**src/rtl/noc_injection_arbiter_pkg.sv**
```systemverilog
// Shared types and width helpers for the endpoint injection arbiter.
// Width functions match the mesh side so client indices and credit counters agree.
package noc_injection_arbiter_pkg;

    localparam int unsigned NUM_CLIENTS_DEF  = 4;
    localparam int unsigned DEST_WIDTH_DEF   = 4;
    localparam int unsigned FLIT_WIDTH_DEF   = 128;
    localparam int unsigned CREDIT_COUNT_DEF = 4;

    typedef enum logic {
        ARB_IDLE   = 1'b0,
        ARB_LOCKED = 1'b1
    } arb_state_t;

    // Bits needed to index n items (never less than one bit).
    function automatic int unsigned idx_width(input int unsigned n);
        return (n > 1) ? $clog2(n) : 1;
    endfunction

    // Bits needed to hold a counter ranging over 0..max_val inclusive.
    function automatic int unsigned cnt_width(input int unsigned max_val);
        return (max_val > 0) ? $clog2(max_val + 1) : 1;
    endfunction

endpackage

```
**src/rtl/noc_injection_arbiter_if.sv**
```systemverilog
// Client-side request bus and mesh-side injection port of the arbiter.
// slave = arbiter view, master = clients plus router view.
interface noc_injection_arbiter_if #(
    parameter int unsigned NUM_CLIENTS = 4,
    parameter int unsigned DEST_WIDTH  = 4,
    parameter int unsigned FLIT_WIDTH  = 128
);

    logic [NUM_CLIENTS-1:0]                 client_valid;
    logic [NUM_CLIENTS-1:0][FLIT_WIDTH-1:0] client_data;
    logic [NUM_CLIENTS-1:0][DEST_WIDTH-1:0] client_dest;
    logic [NUM_CLIENTS-1:0]                 client_is_tail;
    logic [NUM_CLIENTS-1:0]                 client_ready;

    logic [FLIT_WIDTH-1:0]                  data_out;
    logic [DEST_WIDTH-1:0]                  dest_out;
    logic                                   is_tail_out;
    logic                                   send_out;
    logic                                   credit_in;
    logic                                   err_credit_ovf;

    modport slave (
        input  client_valid,
        input  client_data,
        input  client_dest,
        input  client_is_tail,
        output client_ready,
        output data_out,
        output dest_out,
        output is_tail_out,
        output send_out,
        input  credit_in,
        output err_credit_ovf
    );

    modport master (
        output client_valid,
        output client_data,
        output client_dest,
        output client_is_tail,
        input  client_ready,
        input  data_out,
        input  dest_out,
        input  is_tail_out,
        input  send_out,
        output credit_in,
        input  err_credit_ovf
    );

endinterface

```
**src/rtl/noc_injection_arbiter_rr_arbiter.sv**
```systemverilog
// Combinational round-robin pick: first asserted request at or after ptr, wrapping.
module noc_injection_arbiter_rr_arbiter
    import noc_injection_arbiter_pkg::*;
#(
    parameter  int unsigned N  = 4,
    localparam int unsigned IW = idx_width(N)
) (
    input  logic [N-1:0]  req,
    input  logic [IW-1:0] ptr,
    output logic [N-1:0]  grant_c,
    output logic [IW-1:0] grant_idx_c,
    output logic          any_grant_c
);

    // ptr + k stays below 2*N, so one extra bit and a single subtract give the modulo.
    always_comb begin
        logic [IW:0] cand;
        grant_c     = '0;
        grant_idx_c = '0;
        any_grant_c = 1'b0;
        cand        = '0;
        for (int unsigned k = 0; k < N; k++) begin
            cand = {1'b0, ptr} + (IW+1)'(k);
            if (cand >= (IW+1)'(N)) begin
                cand = cand - (IW+1)'(N);
            end
            if (!any_grant_c && req[cand[IW-1:0]]) begin
                any_grant_c               = 1'b1;
                grant_idx_c               = cand[IW-1:0];
                grant_c[cand[IW-1:0]]     = 1'b1;
            end
        end
    end

endmodule

```
**src/rtl/noc_injection_arbiter.sv**
```systemverilog
// Shares one mesh injection port among local clients: packet-granular round robin,
// credit flow control toward the router buffer, registered flit output stage.
module noc_injection_arbiter
    import noc_injection_arbiter_pkg::*;
#(
    parameter int unsigned NUM_CLIENTS  = NUM_CLIENTS_DEF,
    parameter int unsigned DEST_WIDTH   = DEST_WIDTH_DEF,
    parameter int unsigned FLIT_WIDTH   = FLIT_WIDTH_DEF,
    parameter int unsigned CREDIT_COUNT = CREDIT_COUNT_DEF
) (
    input  logic                     clk,
    input  logic                     rst,
    noc_injection_arbiter_if.slave   bus
);

    localparam int unsigned IW = idx_width(NUM_CLIENTS);
    localparam int unsigned CW = cnt_width(CREDIT_COUNT);
    localparam logic [CW-1:0] CREDIT_MAX = CW'(CREDIT_COUNT);
    localparam logic [IW-1:0] LAST_IDX   = IW'(NUM_CLIENTS - 1);

    arb_state_t             state_q, state_d;
    logic [IW-1:0]          rr_ptr_q, rr_ptr_d;
    logic [IW-1:0]          owner_q, owner_d;
    logic [CW-1:0]          credits_q, credits_d;
    logic                   err_credit_ovf_q, err_credit_ovf_d;
    logic [FLIT_WIDTH-1:0]  data_q, data_d;
    logic [DEST_WIDTH-1:0]  dest_q, dest_d;
    logic                   is_tail_q, is_tail_d;
    logic                   send_q, send_d;

    logic [NUM_CLIENTS-1:0] arb_grant_c;
    logic [IW-1:0]          arb_idx_c;
    logic                   arb_any_c;

    logic [NUM_CLIENTS-1:0] pick_vec_c;
    logic [IW-1:0]          pick_idx_c;
    logic                   pick_valid_c;
    logic                   accept_c;
    logic [NUM_CLIENTS-1:0] ready_c;

    noc_injection_arbiter_rr_arbiter #(
        .N (NUM_CLIENTS)
    ) u_rr_arbiter (
        .req         (bus.client_valid),
        .ptr         (rr_ptr_q),
        .grant_c     (arb_grant_c),
        .grant_idx_c (arb_idx_c),
        .any_grant_c (arb_any_c)
    );

    // Next-state, credit and output-stage logic.
    always_comb begin
        state_d          = state_q;
        rr_ptr_d         = rr_ptr_q;
        owner_d          = owner_q;
        credits_d        = credits_q;
        err_credit_ovf_d = err_credit_ovf_q;
        data_d           = data_q;
        dest_d           = dest_q;
        is_tail_d        = is_tail_q;
        send_d           = 1'b0;
        pick_vec_c       = '0;
        pick_idx_c       = owner_q;
        pick_valid_c     = 1'b0;
        ready_c          = '0;

        // A locked owner keeps the port even while it bubbles; nobody else may cut in.
        if (state_q == ARB_IDLE) begin
            pick_vec_c   = arb_grant_c;
            pick_idx_c   = arb_idx_c;
            pick_valid_c = arb_any_c;
        end else begin
            pick_vec_c[owner_q] = bus.client_valid[owner_q];
            pick_valid_c        = bus.client_valid[owner_q];
        end

        accept_c = pick_valid_c && (credits_q != '0) && !rst;

        if (accept_c) begin
            ready_c   = pick_vec_c;
            data_d    = bus.client_data[pick_idx_c];
            dest_d    = bus.client_dest[pick_idx_c];
            is_tail_d = bus.client_is_tail[pick_idx_c];
            send_d    = 1'b1;
            if (bus.client_is_tail[pick_idx_c]) begin
                state_d  = ARB_IDLE;
                rr_ptr_d = (pick_idx_c == LAST_IDX) ? '0 : pick_idx_c + IW'(1);
            end else begin
                state_d = ARB_LOCKED;
                owner_d = pick_idx_c;
            end
        end

        // Credit is spent at accept so the flit sitting in the output register is covered.
        if (accept_c && !bus.credit_in) begin
            credits_d = credits_q - CW'(1);
        end else if (!accept_c && bus.credit_in) begin
            if (credits_q == CREDIT_MAX) begin
                err_credit_ovf_d = 1'b1;
            end else begin
                credits_d = credits_q + CW'(1);
            end
        end
    end

    always_ff @(posedge clk or posedge rst) begin
        if (rst) begin
            state_q          <= ARB_IDLE;
            rr_ptr_q         <= '0;
            owner_q          <= '0;
            credits_q        <= CREDIT_MAX;
            err_credit_ovf_q <= 1'b0;
            data_q           <= '0;
            dest_q           <= '0;
            is_tail_q        <= 1'b0;
            send_q           <= 1'b0;
        end else begin
            state_q          <= state_d;
            rr_ptr_q         <= rr_ptr_d;
            owner_q          <= owner_d;
            credits_q        <= credits_d;
            err_credit_ovf_q <= err_credit_ovf_d;
            data_q           <= data_d;
            dest_q           <= dest_d;
            is_tail_q        <= is_tail_d;
            send_q           <= send_d;
        end
    end

    assign bus.client_ready   = ready_c;
    assign bus.data_out       = data_q;
    assign bus.dest_out       = dest_q;
    assign bus.is_tail_out    = is_tail_q;
    assign bus.send_out       = send_q;
    assign bus.err_credit_ovf = err_credit_ovf_q;

endmodule

```
**src/flat_wrapper.sv**
```systemverilog
// flat-port wrapper written by rule: the top's interface ports become plain ports
module noc_injection_arbiter_flat import noc_injection_arbiter_pkg::*;
#(
    parameter int unsigned NUM_CLIENTS  = NUM_CLIENTS_DEF,
    parameter int unsigned DEST_WIDTH   = DEST_WIDTH_DEF,
    parameter int unsigned FLIT_WIDTH   = FLIT_WIDTH_DEF,
    parameter int unsigned CREDIT_COUNT = CREDIT_COUNT_DEF
)
  (clk, rst, bus_client_valid, bus_client_data, bus_client_dest, bus_client_is_tail, bus_client_ready, bus_data_out, bus_dest_out, bus_is_tail_out, bus_send_out, bus_credit_in, bus_err_credit_ovf);
  noc_injection_arbiter_if #(.NUM_CLIENTS(NUM_CLIENTS), .DEST_WIDTH(DEST_WIDTH), .FLIT_WIDTH(FLIT_WIDTH)) bus_i ();
  input  logic clk;
  input  logic rst;
  input wire logic [$bits(bus_i.client_valid)-1:0] bus_client_valid;
  input wire logic [$bits(bus_i.client_data)-1:0] bus_client_data;
  input wire logic [$bits(bus_i.client_dest)-1:0] bus_client_dest;
  input wire logic [$bits(bus_i.client_is_tail)-1:0] bus_client_is_tail;
  output wire logic [$bits(bus_i.client_ready)-1:0] bus_client_ready;
  output wire logic [$bits(bus_i.data_out)-1:0] bus_data_out;
  output wire logic [$bits(bus_i.dest_out)-1:0] bus_dest_out;
  output wire logic [$bits(bus_i.is_tail_out)-1:0] bus_is_tail_out;
  output wire logic [$bits(bus_i.send_out)-1:0] bus_send_out;
  input wire logic [$bits(bus_i.credit_in)-1:0] bus_credit_in;
  output wire logic [$bits(bus_i.err_credit_ovf)-1:0] bus_err_credit_ovf;
  assign bus_i.client_valid = bus_client_valid;
  assign bus_i.client_data = bus_client_data;
  assign bus_i.client_dest = bus_client_dest;
  assign bus_i.client_is_tail = bus_client_is_tail;
  assign bus_client_ready = bus_i.client_ready;
  assign bus_data_out = bus_i.data_out;
  assign bus_dest_out = bus_i.dest_out;
  assign bus_is_tail_out = bus_i.is_tail_out;
  assign bus_send_out = bus_i.send_out;
  assign bus_i.credit_in = bus_credit_in;
  assign bus_err_credit_ovf = bus_i.err_credit_ovf;
  noc_injection_arbiter #(.NUM_CLIENTS(NUM_CLIENTS), .DEST_WIDTH(DEST_WIDTH), .FLIT_WIDTH(FLIT_WIDTH), .CREDIT_COUNT(CREDIT_COUNT)) u_core (.clk(clk), .rst(rst), .bus(bus_i));
endmodule
```
**config.mk**
```make
export PLATFORM = sky130hd
export DESIGN_NAME = noc_injection_arbiter_flat
export DESIGN_NICKNAME = d
export VERILOG_FILES = /design/src/rtl/noc_injection_arbiter_pkg.sv /design/src/rtl/noc_injection_arbiter_if.sv /design/src/rtl/noc_injection_arbiter_rr_arbiter.sv /design/src/rtl/noc_injection_arbiter.sv /design/src/flat_wrapper.sv
export SDC_FILE = /design/constraint.sdc
export NUM_CORES = 1
export LEC_CHECK = 0
export BUFFER_PORTS_ARGS = -buffer_cell sky130_fd_sc_hd__clkbuf_2
export CORE_AREA = 2 2 262 264
export CTS_CLUSTER_DIAMETER = 60
export DETAILED_ROUTE_END_ITERATION = 8
export DIE_AREA = 0 0 264 266
export GPL_TIMING_DRIVEN = 1
export REMOVE_ABC_BUFFERS = 1
export SKIP_CTS_REPAIR_TIMING = 1
export SYNTH_ARGS = -nofsm -noshare
export SYNTH_HDL_FRONTEND = slang
export SYNTH_HIERARCHICAL = 1
export SYNTH_SLANG_ARGS = --single-unit
```
**constraint.sdc**
```tcl
create_clock -name clk -period 10.4 [get_ports clk]
set_input_delay 1.04 -clock clk [delete_from_list [all_inputs] [get_ports clk]]
set_output_delay 1.04 -clock clk [all_outputs]
set_load 0.01 [all_outputs]
```
==> impl_table.tex <==
\begin{tabular}{lr}
\hline
Metric & Value \\
\hline
\multicolumn{2}{l}{\textbf{Setup path}} \\
\quad Data required time at the worst endpoint & approximately 9400 ps \\
\quad Worst setup EP type & output port \\
\quad Library cell contributing the largest single delay on the critical path & sky130\_fd\_sc\_hd\_\_dfrtp\_1 \\
\quad CP top delay family & buffers and inverters \\
\quad Buf+Inv Stages, Crit Path & 3 \\
\quad Kind of critical path & flop to output port \\
\quad Peak fanout along the critical path & 72 \\
\quad Critical path's largest stage delay & between 700 and 800 ps \\
\quad Critical Path Source Type & flop \\
\quad Critical R2R Launch & u\_core/rr\_ptr\_q[0] \\
\quad Crit path from & u\_core/rr\_ptr\_q[0] \\
\quad Worst path arrival time & around 3900 ps \\
\quad Cell breakdown of the critical path & inv\_1 > ha\_1 > mux4\_2 > nor3\_1 > nand2b\_1 > o21ba\_2 > o211ai\_4 > buf\_4 > nor2\_1 > clkbuf\_2 \\
\multicolumn{2}{l}{\textbf{Pwr}} \\
\quad Total Power Consumption & $\sim$0.0044 W \\
\quad Peak VDD IR & roughly 0.17 mV \\
\quad Pleak & 7.29 nW \\
\quad Pwr Density & around 310 mW/mm\^{}2 \\
\multicolumn{2}{l}{\textbf{STA}} \\
\quad Hold violation total from the final report & 0 \\
\quad Pin slew with the least headroom to its limit & about 1000 ps \\
\quad Final number of max-transition violations & 0 \\
\quad Fraction of the cycle the final worst path needs & 0.473 \\
\quad Max Clock Skew & about 12 ps \\
\quad Slew headroom & 0.311 \\
\quad Top achievable clock speed & between 0.2 and 0.25 GHz \\
\quad Unrepaired setup endpoints after global routing & no \\
\quad Post-layout min period & around 4900 ps \\
\quad Number of failing setup endpoints in the final timing report & 0 \\
\multicolumn{2}{l}{\textbf{Yosys}} \\
\quad Top FF cell, synth & sky130\_fd\_sc\_hd\_\_dfrtp\_1 \\
\quad Library cells used by synthesis & 45 \\
\quad Async set or reset register ratio after synthesis & 1.00 \\
\quad Post-synthesis sequential area ratio & 0.389 \\
\quad Synth area leaders & sky130\_fd\_sc\_hd\_\_dfrtp\_1 (39\%), sky130\_fd\_sc\_hd\_\_mux4\_2 (33\%), sky130\_fd\_sc\_hd\_\_nand2\_1 (16\%) \\
\quad Instance count of the mapped netlist & $\sim$830 \\
\quad Synthesis Warnings & 6 \\
\quad \#FFs+latches synth & approximately 140 \\
\quad Area of the mapped netlist & approximately 0.009 mm\^{}2 \\
\quad Top post-synthesis cells by count & sky130\_fd\_sc\_hd\_\_nand2\_1 (404), sky130\_fd\_sc\_hd\_\_dfrtp\_1 (142), sky130\_fd\_sc\_hd\_\_mux4\_2 (136) \\
\quad Share of the synthesized area in the top cell type & 0.386 \\
\quad Top-count cell post-synth & sky130\_fd\_sc\_hd\_\_nand2\_1 \\
\quad Cell taking the most area after synthesis & sky130\_fd\_sc\_hd\_\_dfrtp\_1 \\
\quad Number of flops mapped to enable cells by yosys & 0 \\
\quad Average cell area after synthesis & 11.1 um\^{}2 \\
\multicolumn{2}{l}{\textbf{Clocking}} \\
\quad CTS Buffer Depth & 2 \\
\quad Clock H-tree levels & 4 \\
\quad Clock-pin slew on the worst setup and hold paths & about 70 ps \\
\quad Cell at the root of the clock tree & sky130\_fd\_sc\_hd\_\_clkbuf\_16 \\
\quad Number of clock sinks & 143 \\
\quad Insertion delay to the later sink of the worst-skew pair & 460 ps \\
\quad TritonCTS clock tree & yes \\
\quad Total clock buffers created by CTS & 17 \\
\multicolumn{2}{l}{\textbf{Global routing}} \\
\quad First-pass GRT wire length & just under 60,000 um \\
\quad Number of global-route vias before repair & roughly 9,500 \\
\quad Initial antenna violation count & 7 \\
\quad GRT Resource Usage Total & 0.113 \\
\quad Global route total overflow & 0 \\
\quad Largest net degree at the start of global routing & 80 \\
\multicolumn{2}{l}{\textbf{Route}} \\
\quad Via density & 3.92 \\
\quad Drt initial violations & between 500 and 600 \\
\quad Post-detailed-route DRC marker count & 0 \\
\quad Antenna Violating Nets Remaining & 0 \\
\quad Via count & roughly 9,300 \\
\quad Routed len/inst & roughly 17 um \\
\quad First-pass iteration count of the detailed router & 4 \\
\quad Final wirelength & just over 40,000 um \\
\multicolumn{2}{l}{\textbf{Layout}} \\
\quad Cell area after layout & approximately 0.014 mm\^{}2 \\
\quad Layout overhead on the synthesized area & 53.5\% \\
\quad Number of nets in the layout & 2,022 \\
\quad Layout cell share with drive strength beyond 1 & 0.584 \\
\multicolumn{2}{l}{\textbf{Flow run}} \\
\quad Maximum Capacitance Violations & 0 \\
\multicolumn{2}{l}{\textbf{Die}} \\
\quad Die area & around 0.07 mm\^{}2 \\
\quad IO Pins & 678 \\
\quad Effective utilization at floorplan & 0.136 \\
\quad Core Box Area & just under 0.07 mm\^{}2 \\
\quad Die outline width & around 260 um \\
\quad Number of core rows & 96 \\
\quad DIE HEIGHT & approximately 270 um \\
\multicolumn{2}{l}{\textbf{Hold path}} \\
\quad Path category of the worst min-delay check & flop to flop \\
\quad Min-delay src & u\_core/bus.data\_out[90] \\
\multicolumn{2}{l}{\textbf{Placement}} \\
\quad Post-place instance area & around 0.013 mm\^{}2 \\
\quad Total half-perimeter wirelength after legalization and detailed placement & around 33,000 um \\
\quad RePlAce Congestion & between 0.9 and 1 \\
\quad Port-buffer cells & 677 \\
\multicolumn{2}{l}{\textbf{Run status}} \\
\quad Outcome & finished, final reports clean \\
\hline
\end{tabular}
-- report_power, final --
part           switching [W]  internal [W]  total, W  leakage [nW]
combinational        0.00143       0.00127   0.00270          5.21
sequential          0.000185      0.000839   0.00102          1.75
clock               0.000279      0.000436  0.000716         0.326
total                0.00190       0.00255   0.00444          7.29
-- routing by layer --
layer / up-vias / GRT usage / wire, um
met3: 60 / 0.0528 / 4380
met4: 6 / 0.0519 / 1200
met2: 466 / 0.177 / 19000
met1: 4533 / 0.131 / 16000
li1: 4238 / - / -
met5: - / 0 / 36
-- worst min-delay path, delay by kind of cell, from the launching register on --
kind | cells | cell delay, ps
flops | 1 | 340
simple gates | 2 | 100
-- final timing paths --
kind / to / slack, ps / cells past startpoint
max: bus_client_ready[0] / 5480 / 10
min: u_core/bus.data_out[90] / 470 / 2
max reg2reg: u_core/bus.data_out[63] / 5530 / 12
min reg2reg: u_core/bus.data_out[90] / 470 / 2
max in group asynchronous: u_core/bus.data_out[56] / 8650 / 3
min in group asynchronous: u_core/bus.dest_out[3] / 560 / 2
-- through the flow --
stage,utilization,hold WS (ps),worst slack (ps),TNS [ps],cells
floorplan,-,512,-5210,-635060,769
global placement,0.198,456,5330,0,2338
detailed placement,0.198,460,5270,0,2338
CTS,0.208,477,5390,0,2370
global route,0.208,496,5100,0,2373
finish,0.208,472,5480,0,2374
-- sequential cells by signal, summed over array words and instances (netlist names) --
register and count:
u_core/owner_q 2, u_core/credits_q 3, u_core/bus.dest_out 4, u_core/bus.data_out 128, u_core/state_q 1, u_core/bus.is_tail_out 1, u_core/rr_ptr_q 2, u_core/bus.err_credit_ovf 1
u_core/bus.send_out 1
-- layout make-up --
| class | count | area (um^2) |
|---|---|---|
| diodes | 4 | 10.0 |
| clock buffers | 18 | 439 |
| clock inverters | 14 | 225 |
| fillers | 7492 | 53600 |
| inverters | 11 | 48.8 |
| multi-input cells | 615 | 5250 |
| flip-flops and latches | 143 | 3580 |
| well taps | 882 | 1100 |
| repair buffers | 687 | 3460 |
-- logic make-up after synthesis --
logic type / count (synthesis) / share of synthesized area
and+or+nand+nor: 425 / 0.180
muxes: 146 / 0.348
DFF: 143 / 0.389
buffers and inverters: 74 / 0.0438
AOI/OAI and AO/OA: 35 / 0.0261
adders and majority gates: 8 / 0.0117
xor gates and xnor gates: 1 / 0.000952
-- cell usage in the layout (no fill, tap or decap), drive strengths merged, types with 3 or more instances in the layout --
cell type  count
clkinv         4
ha             7
a22oi          8
nor2           7
a21oi          6
buf           10
clkbuf       695
mux2i          5
o21ai          8
inv           16
mux4         138
mux2           3
bufinv         5
diode          4
dfrtp        142
nand2        404
Power figures use the tool's default switching activity.
